[src/rtl/pca_pkg.sv]
// Shared definitions for the segmented pipelined carry adder.
// Holds the build width, the stage count helper and the per-stage payload record.
package pca_pkg;

  localparam int PCA_WIDTH = 32;
  localparam int PCA_SEG   = 8;

  function automatic int pca_stages(input int width, input int seg);
    return width / seg;
  endfunction

  localparam int STAGES = pca_stages(PCA_WIDTH, PCA_SEG);

  // lo_sum fills from the bottom one segment per stage; hi_a/hi_b ride along so
  // later stages still see the operand bits they have not resolved yet.
  typedef struct packed {
    logic                 valid;
    logic [PCA_WIDTH-1:0] lo_sum;
    logic [PCA_WIDTH-1:0] hi_a;
    logic [PCA_WIDTH-1:0] hi_b;
    logic                 carry;
    logic                 sub;
  } stage_t;

endpackage

[src/rtl/maj_carry_seg.sv]
// One segment of majority-carry cells rippled together.
// Exposes the carry into the top bit so the last stage can derive signed overflow.
module maj_carry_seg #(
  parameter int SEG = 8
) (
  input  logic [SEG-1:0] a,
  input  logic [SEG-1:0] b,
  input  logic           cin,
  output logic [SEG-1:0] sum,
  output logic           cout,
  output logic           c_msb_in
);

  logic [SEG:0] c;

  always_comb begin
    c    = '0;
    sum  = '0;
    c[0] = cin;
    for (int i = 0; i < SEG; i++) begin
      sum[i]   = a[i] ^ b[i] ^ c[i];
      c[i + 1] = (a[i] & b[i]) | (a[i] & c[i]) | (b[i] & c[i]);
    end
    cout     = c[SEG];
    c_msb_in = c[SEG - 1];
  end

endmodule

[src/rtl/seg_pipelined_carry_adder.sv]
// WIDTH-bit add/subtract resolved SEG bits per pipeline stage, carry registered between stages.
// Valid/ready on both sides; bubbles collapse so a stalled pipe fills completely before in_ready drops.
module seg_pipelined_carry_adder
  import pca_pkg::*;
#(
  parameter int WIDTH = PCA_WIDTH,
  parameter int SEG   = PCA_SEG
) (
  input  logic             clk,
  input  logic             rst,
  input  logic             in_valid,
  output logic             in_ready,
  input  logic [WIDTH-1:0] in_a,
  input  logic [WIDTH-1:0] in_b,
  input  logic             in_cin,
  input  logic             in_sub,
  output logic             out_valid,
  input  logic             out_ready,
  output logic [WIDTH-1:0] out_sum,
  output logic             out_cout,
  output logic             out_ovf
);

  localparam int NUM_STAGES = pca_stages(WIDTH, SEG);

  if ((SEG < 1) || ((WIDTH % SEG) != 0) || (WIDTH > PCA_WIDTH)) begin : g_bad_cfg
    $error("seg_pipelined_carry_adder: WIDTH must be a multiple of SEG and fit the package payload");
  end

  stage_t                src     [NUM_STAGES];
  stage_t                nxt     [NUM_STAGES];
  stage_t                stage_q [NUM_STAGES];
  logic [SEG-1:0]        seg_sum [NUM_STAGES];
  logic [NUM_STAGES-1:0] seg_cout;
  logic [NUM_STAGES-1:0] seg_cmsb;
  logic [NUM_STAGES-1:0] adv;
  logic                  cout_q;
  logic                  ovf_q;

  // Subtraction folds into the adder here: B is inverted and the carry-in forced high.
  always_comb begin
    for (int k = 0; k < NUM_STAGES; k++) begin
      src[k] = '0;
    end
    src[0].valid              = in_valid;
    src[0].hi_a[WIDTH-1:0]    = in_a;
    src[0].hi_b[WIDTH-1:0]    = in_sub ? ~in_b : in_b;
    src[0].carry              = in_sub | in_cin;
    src[0].sub                = in_sub;
    for (int k = 1; k < NUM_STAGES; k++) begin
      src[k] = stage_q[k - 1];
    end
  end

  for (genvar k = 0; k < NUM_STAGES; k++) begin : g_seg
    maj_carry_seg #(
      .SEG(SEG)
    ) u_seg (
      .a        (src[k].hi_a[k*SEG +: SEG]),
      .b        (src[k].hi_b[k*SEG +: SEG]),
      .cin      (src[k].carry),
      .sum      (seg_sum[k]),
      .cout     (seg_cout[k]),
      .c_msb_in (seg_cmsb[k])
    );
  end

  always_comb begin
    for (int k = 0; k < NUM_STAGES; k++) begin
      nxt[k]                      = src[k];
      nxt[k].lo_sum[k*SEG +: SEG] = seg_sum[k];
      nxt[k].carry                = seg_cout[k];
    end
  end

  // A stage may move when any stage at or below it in the pipe (toward the output) has room,
  // or the consumer is taking the head beat; computed as a running OR to avoid a feedback chain.
  always_comb begin
    logic room;
    room = out_ready;
    adv  = '0;
    for (int k = NUM_STAGES - 1; k >= 0; k--) begin
      room   = room | ~stage_q[k].valid;
      adv[k] = room;
    end
  end

  always_ff @(posedge clk or posedge rst) begin
    if (rst) begin
      for (int k = 0; k < NUM_STAGES; k++) begin
        stage_q[k] <= '0;
      end
      cout_q <= 1'b0;
      ovf_q  <= 1'b0;
    end else begin
      for (int k = 0; k < NUM_STAGES; k++) begin
        if (adv[k]) begin
          if (src[k].valid) begin
            stage_q[k] <= nxt[k];
          end else begin
            stage_q[k].valid <= 1'b0;
          end
        end
      end
      if (adv[NUM_STAGES-1] && src[NUM_STAGES-1].valid) begin
        cout_q <= seg_cout[NUM_STAGES-1];
        ovf_q  <= seg_cout[NUM_STAGES-1] ^ seg_cmsb[NUM_STAGES-1];
      end
    end
  end

  assign in_ready  = adv[0];
  assign out_valid = stage_q[NUM_STAGES-1].valid;
  assign out_sum   = stage_q[NUM_STAGES-1].lo_sum[WIDTH-1:0];
  assign out_cout  = cout_q;
  assign out_ovf   = ovf_q;

  logic unused_tail;
  assign unused_tail = ^{stage_q[NUM_STAGES-1].hi_a, stage_q[NUM_STAGES-1].hi_b,
                         stage_q[NUM_STAGES-1].carry, stage_q[NUM_STAGES-1].sub};

endmodule
[config.mk]
export PLATFORM = sky130hd
export DESIGN_NAME = seg_pipelined_carry_adder
export DESIGN_NICKNAME = d
export VERILOG_FILES = /design/src/rtl/pca_pkg.sv /design/src/rtl/maj_carry_seg.sv /design/src/rtl/seg_pipelined_carry_adder.sv
export SDC_FILE = /design/constraint.sdc
export NUM_CORES = 1
export LEC_CHECK = 0
export BUFFER_PORTS_ARGS = -buffer_cell sky130_fd_sc_hd__buf_2
export CORE_MARGIN = 2
export CORE_UTILIZATION = 35
export DETAILED_ROUTE_END_ITERATION = 8
export PLACE_DENSITY_LB_ADDON = 0.05
export SYNTH_ARGS = -nofsm -noshare
export SYNTH_HDL_FRONTEND = slang
export SYNTH_HIERARCHICAL = 1
export SYNTH_SLANG_ARGS = --single-unit
[constraint.sdc]
create_clock -name clk -period 11.8 [get_ports clk]
set_input_delay 1.77 -clock clk [delete_from_list [all_inputs] [get_ports clk]]
set_output_delay 1.77 -clock clk [all_outputs]
set_load 0.05 [all_outputs]
# After elaboration in Yosys (flattened, before gate mapping)
# Cells that the tools add are included.
[word_totals]
wordCells = 264
out_inout_bits = 36
in_bits = 70
register_bits = 281
[op_classes]
bitwise = 235
n_reduce_logical = 5
muxes = 5
[op_table]
columns = ["cell", "count"]
rows = [
  ["1-bit bitwise AND", 96],
  ["1-bit OR", 69],
  ["1-bit XOR", 65],
  ["32-bit two-way mux", 1],
  ["32-bit NOT", 1],
  ["2-bit AND reduction", 4],
  ["1-bit two-way mux", 4],
  ["1-bit NOT", 4],
  ["1-bit logical AND", 1],
]

# Depth between registers and ports, before layout
[depth]
word_depth = 26
depth_mapped = 16
depth_no_buf = 14

# Modules after synthesis
# Netlist, hierarchy kept.
[modules_own_cells]
columns = ["mod", "seq_area_each_um2", "area_per_inst_um2", "instances", "cells_each"]
rows = [
  ["seg_pipelined_carry_adder", 4629.4, 7302.0, 1, 436],
  ["maj_carry_seg", 0.0, 197.7, 4, 18],
]

# Worst setup path before layout
# OpenSTA, ideal clock, no wires.
[synth_path]
kind = "input to register"
startpoint = "input port in_sub"
endpoint = "register stage_q, in the netlist nxt[271]"
setup_time_ns = 0.064
t_required_ns = 11.736
setup_slack_ns = 6.183
cell_stages = 16
arrival_ns = 5.553
n_path_buf = 2
path_cell_list = "clkbuf_1 > buf_2 > or2_2 > inv_1 > fa_1 > inv_1 > fa_1 > fa_1 > fa_1 > fa_1 > fa_1 > fa_1 > inv_1 > fa_1 > inv_1 > mux2_2"
[synth_rtl]
columns = ["element", "line", "rtl"]
rows = [
  ["start: declaration", "seg_pipelined_carry_adder.sv:16", "input logic in_sub,"],
  ["end signal: indexed assignment", "seg_pipelined_carry_adder.sv:99", "stage_q[k] <= nxt[k];"],
  ["end: declaration", "seg_pipelined_carry_adder.sv:32", "stage_t stage_q [NUM_STAGES];"],
]

==> reports/metrics.yaml <==
clocking:
  cts_tree: "done"
  cts_buffer_depth: 2
  path_clk_slew_ns: 0.07
  cts-hold-fix-buffers: 0
  numCtsBuffers: 17
  clk_latency_ns: 0.42
  cts.sinks: 185
  clockRootBuffer: "clkbuf_16"
  cts_resized: 0
  cts_setup_buffers: 0
  cts_max_level: 4
power:
  vdd_drop_max_mv: 0.116
  power_density_nw_per_um2: 249
  p_leak_uw: 0.00434
critical_path:
  crit_required_ns: 12.16
  regToRegStartpoint: "nxt[58]"
  path_buf_inv: 4
  slowest_stage: "buf_4"
  worst-r2r-setup-slack_ns: 7.91
  cp-startpoint: "in_sub"
  start_kind: "primary input"
  crit_path_max_fanout: 31
  cpLargestDelayFamily: "adder cells"
  arrival_ns: 5.74
  path_class: "in2reg"
  critPathCaptureType: "flip-flop"
  cp_common_cell: "fa_1"
  crit_chain: "buf_2, buf_4, xor2_1, fa_1, fa_1, fa_1, fa_1, fa_1, fa_1, inv_1, fa_1, inv_1, mux2_2"
  slowest_delay_ns: 0.52
synthesis:
  synthMuxAreaShare_pct: 26.6
  synth_fp_nets: 610
  synth_xor_area_share_pct: 3.57
  synthAdderAreaFrac_pct: 7.92
  yosys_warnings: 6
  syn_area_um2: 8090
  synth-compound-area-share_pct: 0.139
  yosysUniqueCellTypes: 17
  synth_enable_flop_cells: 0
  synth_flop_cell: "dfrtp_1"
  syn_inst: 508
  synth_area_leaders: "dfrtp_1, mux2_2, fa_1"
  syn_avg_cell_area_um2: 15.9
  synth_top_family_by_area: "multiplexers"
  yosysTopAreaCell: "dfrtp_1"
  synth_top_area_share_pct: 57.2
  ys_ff_latch: 185
  synth_most_common_cell: "dfrtp_1"
  ys_seq_area_share_pct: 57.2
  synth_simple_gate_area_share_pct: 0.974
  synth_common_cells: "dfrtp_1, mux2_2, inv_1"
  synthArstFlopShare_pct: 100
final_layout:
  nets: 717
  drive_above_1_share_pct: 51.8
  fillers: 2089
  diodes: 0
  syn_to_final_growth_pct: 17.0
  stdcell_count: 912
grt:
  antenna_found_initial: 0
  grt_pass1_vias: 4749
  grt_pass1_wl_um: 25200
  grtUsageTotal_pct: 13.5
  overflow: 0
  grt_max_degree: 112
run:
  cap_violations: 0
floorplan:
  core_area_um2: 22600
  io_pins: 106
  rows: 55
  die_w_um: 156
  fp.dieH_um: 156
  dieArea_um2: 24400
  initial_utilization_pct: 35.7
hold_path:
  hp-start: "nxt[75]"
  min_path_type: "reg2reg"
status:
  outcome: "finished clean"
detailed_routing:
  viasPerCell: 4.57
  ant_nets: 0
  first_iter_violations: 110
  drc: 0
  postRouteWirelength_um: 14900
  wl_per_cell_um: 16.3
  vias: 4167
  drtPass1Iterations: 5
placement:
  portBuffers: 105
  gp_congestion: 0.718
  place_inst: 881
  place.detailed.hpwl_um: 9140
timing:
  hold_viol: 0
  report.final.slew_viol_count: 0
  setup_viol_count_final: 0
  rsz0062_at_grt: "no"
  fin_crit_sh_pct: 45.6
  layout_min_cycle_time_ns: 5.38
  finalClockSkew_ns: 0.00719
  final.setup.tns_ns: 0
  tightest_slew_ns: 1.02
  fmax_mhz: 186
  relSlewSlack_pct: 31.6
through the flow:
| stage | util (%) | area [um2] | setup slack (ns) | total power, uW | hold slack [ns] |
|---|---|---|---|---|---|
| 2_1_floorplan | - | 8090 | 5.00 | 1620 | 0.472 |
| 3_3_place_gp | 39.3 | 8900 | 5.92 | 1810 | 0.484 |
| 3_5_place_dp | 39.3 | 8900 | 5.89 | 1830 | 0.488 |
| 4_1_cts | 41.8 | 9470 | 6.35 | 2410 | 0.502 |
| 5_1_grt | 41.8 | 9470 | 6.20 | 2530 | 0.513 |
| 6_report | 41.8 | 9470 | 6.42 | 2350 | 0.499 |
kinds of logic after synthesis:
| group | after synthesis |
|---|---|
| flops | 185 |
| mux | 181 |
| buf+inv | 63 |
| xor+xnor | 33 |
| fa+ha+maj | 32 |
| simple gates | 13 |
| compound gates | 1 |
cells in the final DEF (no fill, tap or decap), types with 2 or more instances in the layout:
| master | netlist | layout |
|---|---|---|
| buf_2 | 15 | 105 |
| inv_6 | 0 | 2 |
| xor2_1 | 33 | 33 |
| clkbuf_16 | 0 | 17 |
| buf_4 | 2 | 5 |
| inv_1 | 41 | 40 |
| nand2_2 | 0 | 3 |
| nand2b_1 | 5 | 5 |
| bufinv_16 | 0 | 2 |
| clkbuf_1 | 1 | 3 |
| mux2_2 | 151 | 151 |
| fa_1 | 32 | 32 |
| clkinvlp_4 | 0 | 5 |
| mux2_4 | 30 | 30 |
| dfrtp_1 | 185 | 185 |
power breakdown:
group	leakage (uW)	internal, uW	switching, uW
sequential	0.00216	871	124
combinational	0.00192	356	446
clock	0.000262	318	241
total	0.00434	1540	810
layout make-up:
class	instances	area, um2	area share (%)
Clock buffer	21	450	4.76
Clock inverter	10	120	1.27
Inverter	41	161	1.70
Multi-Input combinational cell	260	3190	33.7
Sequential cell	185	4630	48.9
Tap cell	285	357	3.77
Timing Repair Buffer	110	563	5.95
final timing paths:
check | endpoint | cells after the start
setup / recovery | nxt[271] | 13
hold / removal | out_sum[9] | 1
setup reg to reg | out_ovf | 14
hold reg to reg | out_sum[9] | 1
max in group asynchronous | nxt[224] | 3
min in group asynchronous | nxt[76] | 2
per-layer routing:
layer	vias up	track usage, %	share of wire, %
li1	1907	-	-
met1	2176	17.3	45
met2	71	22.2	49
met3	13	4.00	4.6
met4	0	4.06	1.3
met5	-	0	0
sequential cells by signal, indices dropped and copies added (netlist names):
name / cells
out_cout: 1
out_valid: 1
out_ovf: 1
nxt: 147
src: 3
out_sum: 32
(Power assumes the default switching activity.)
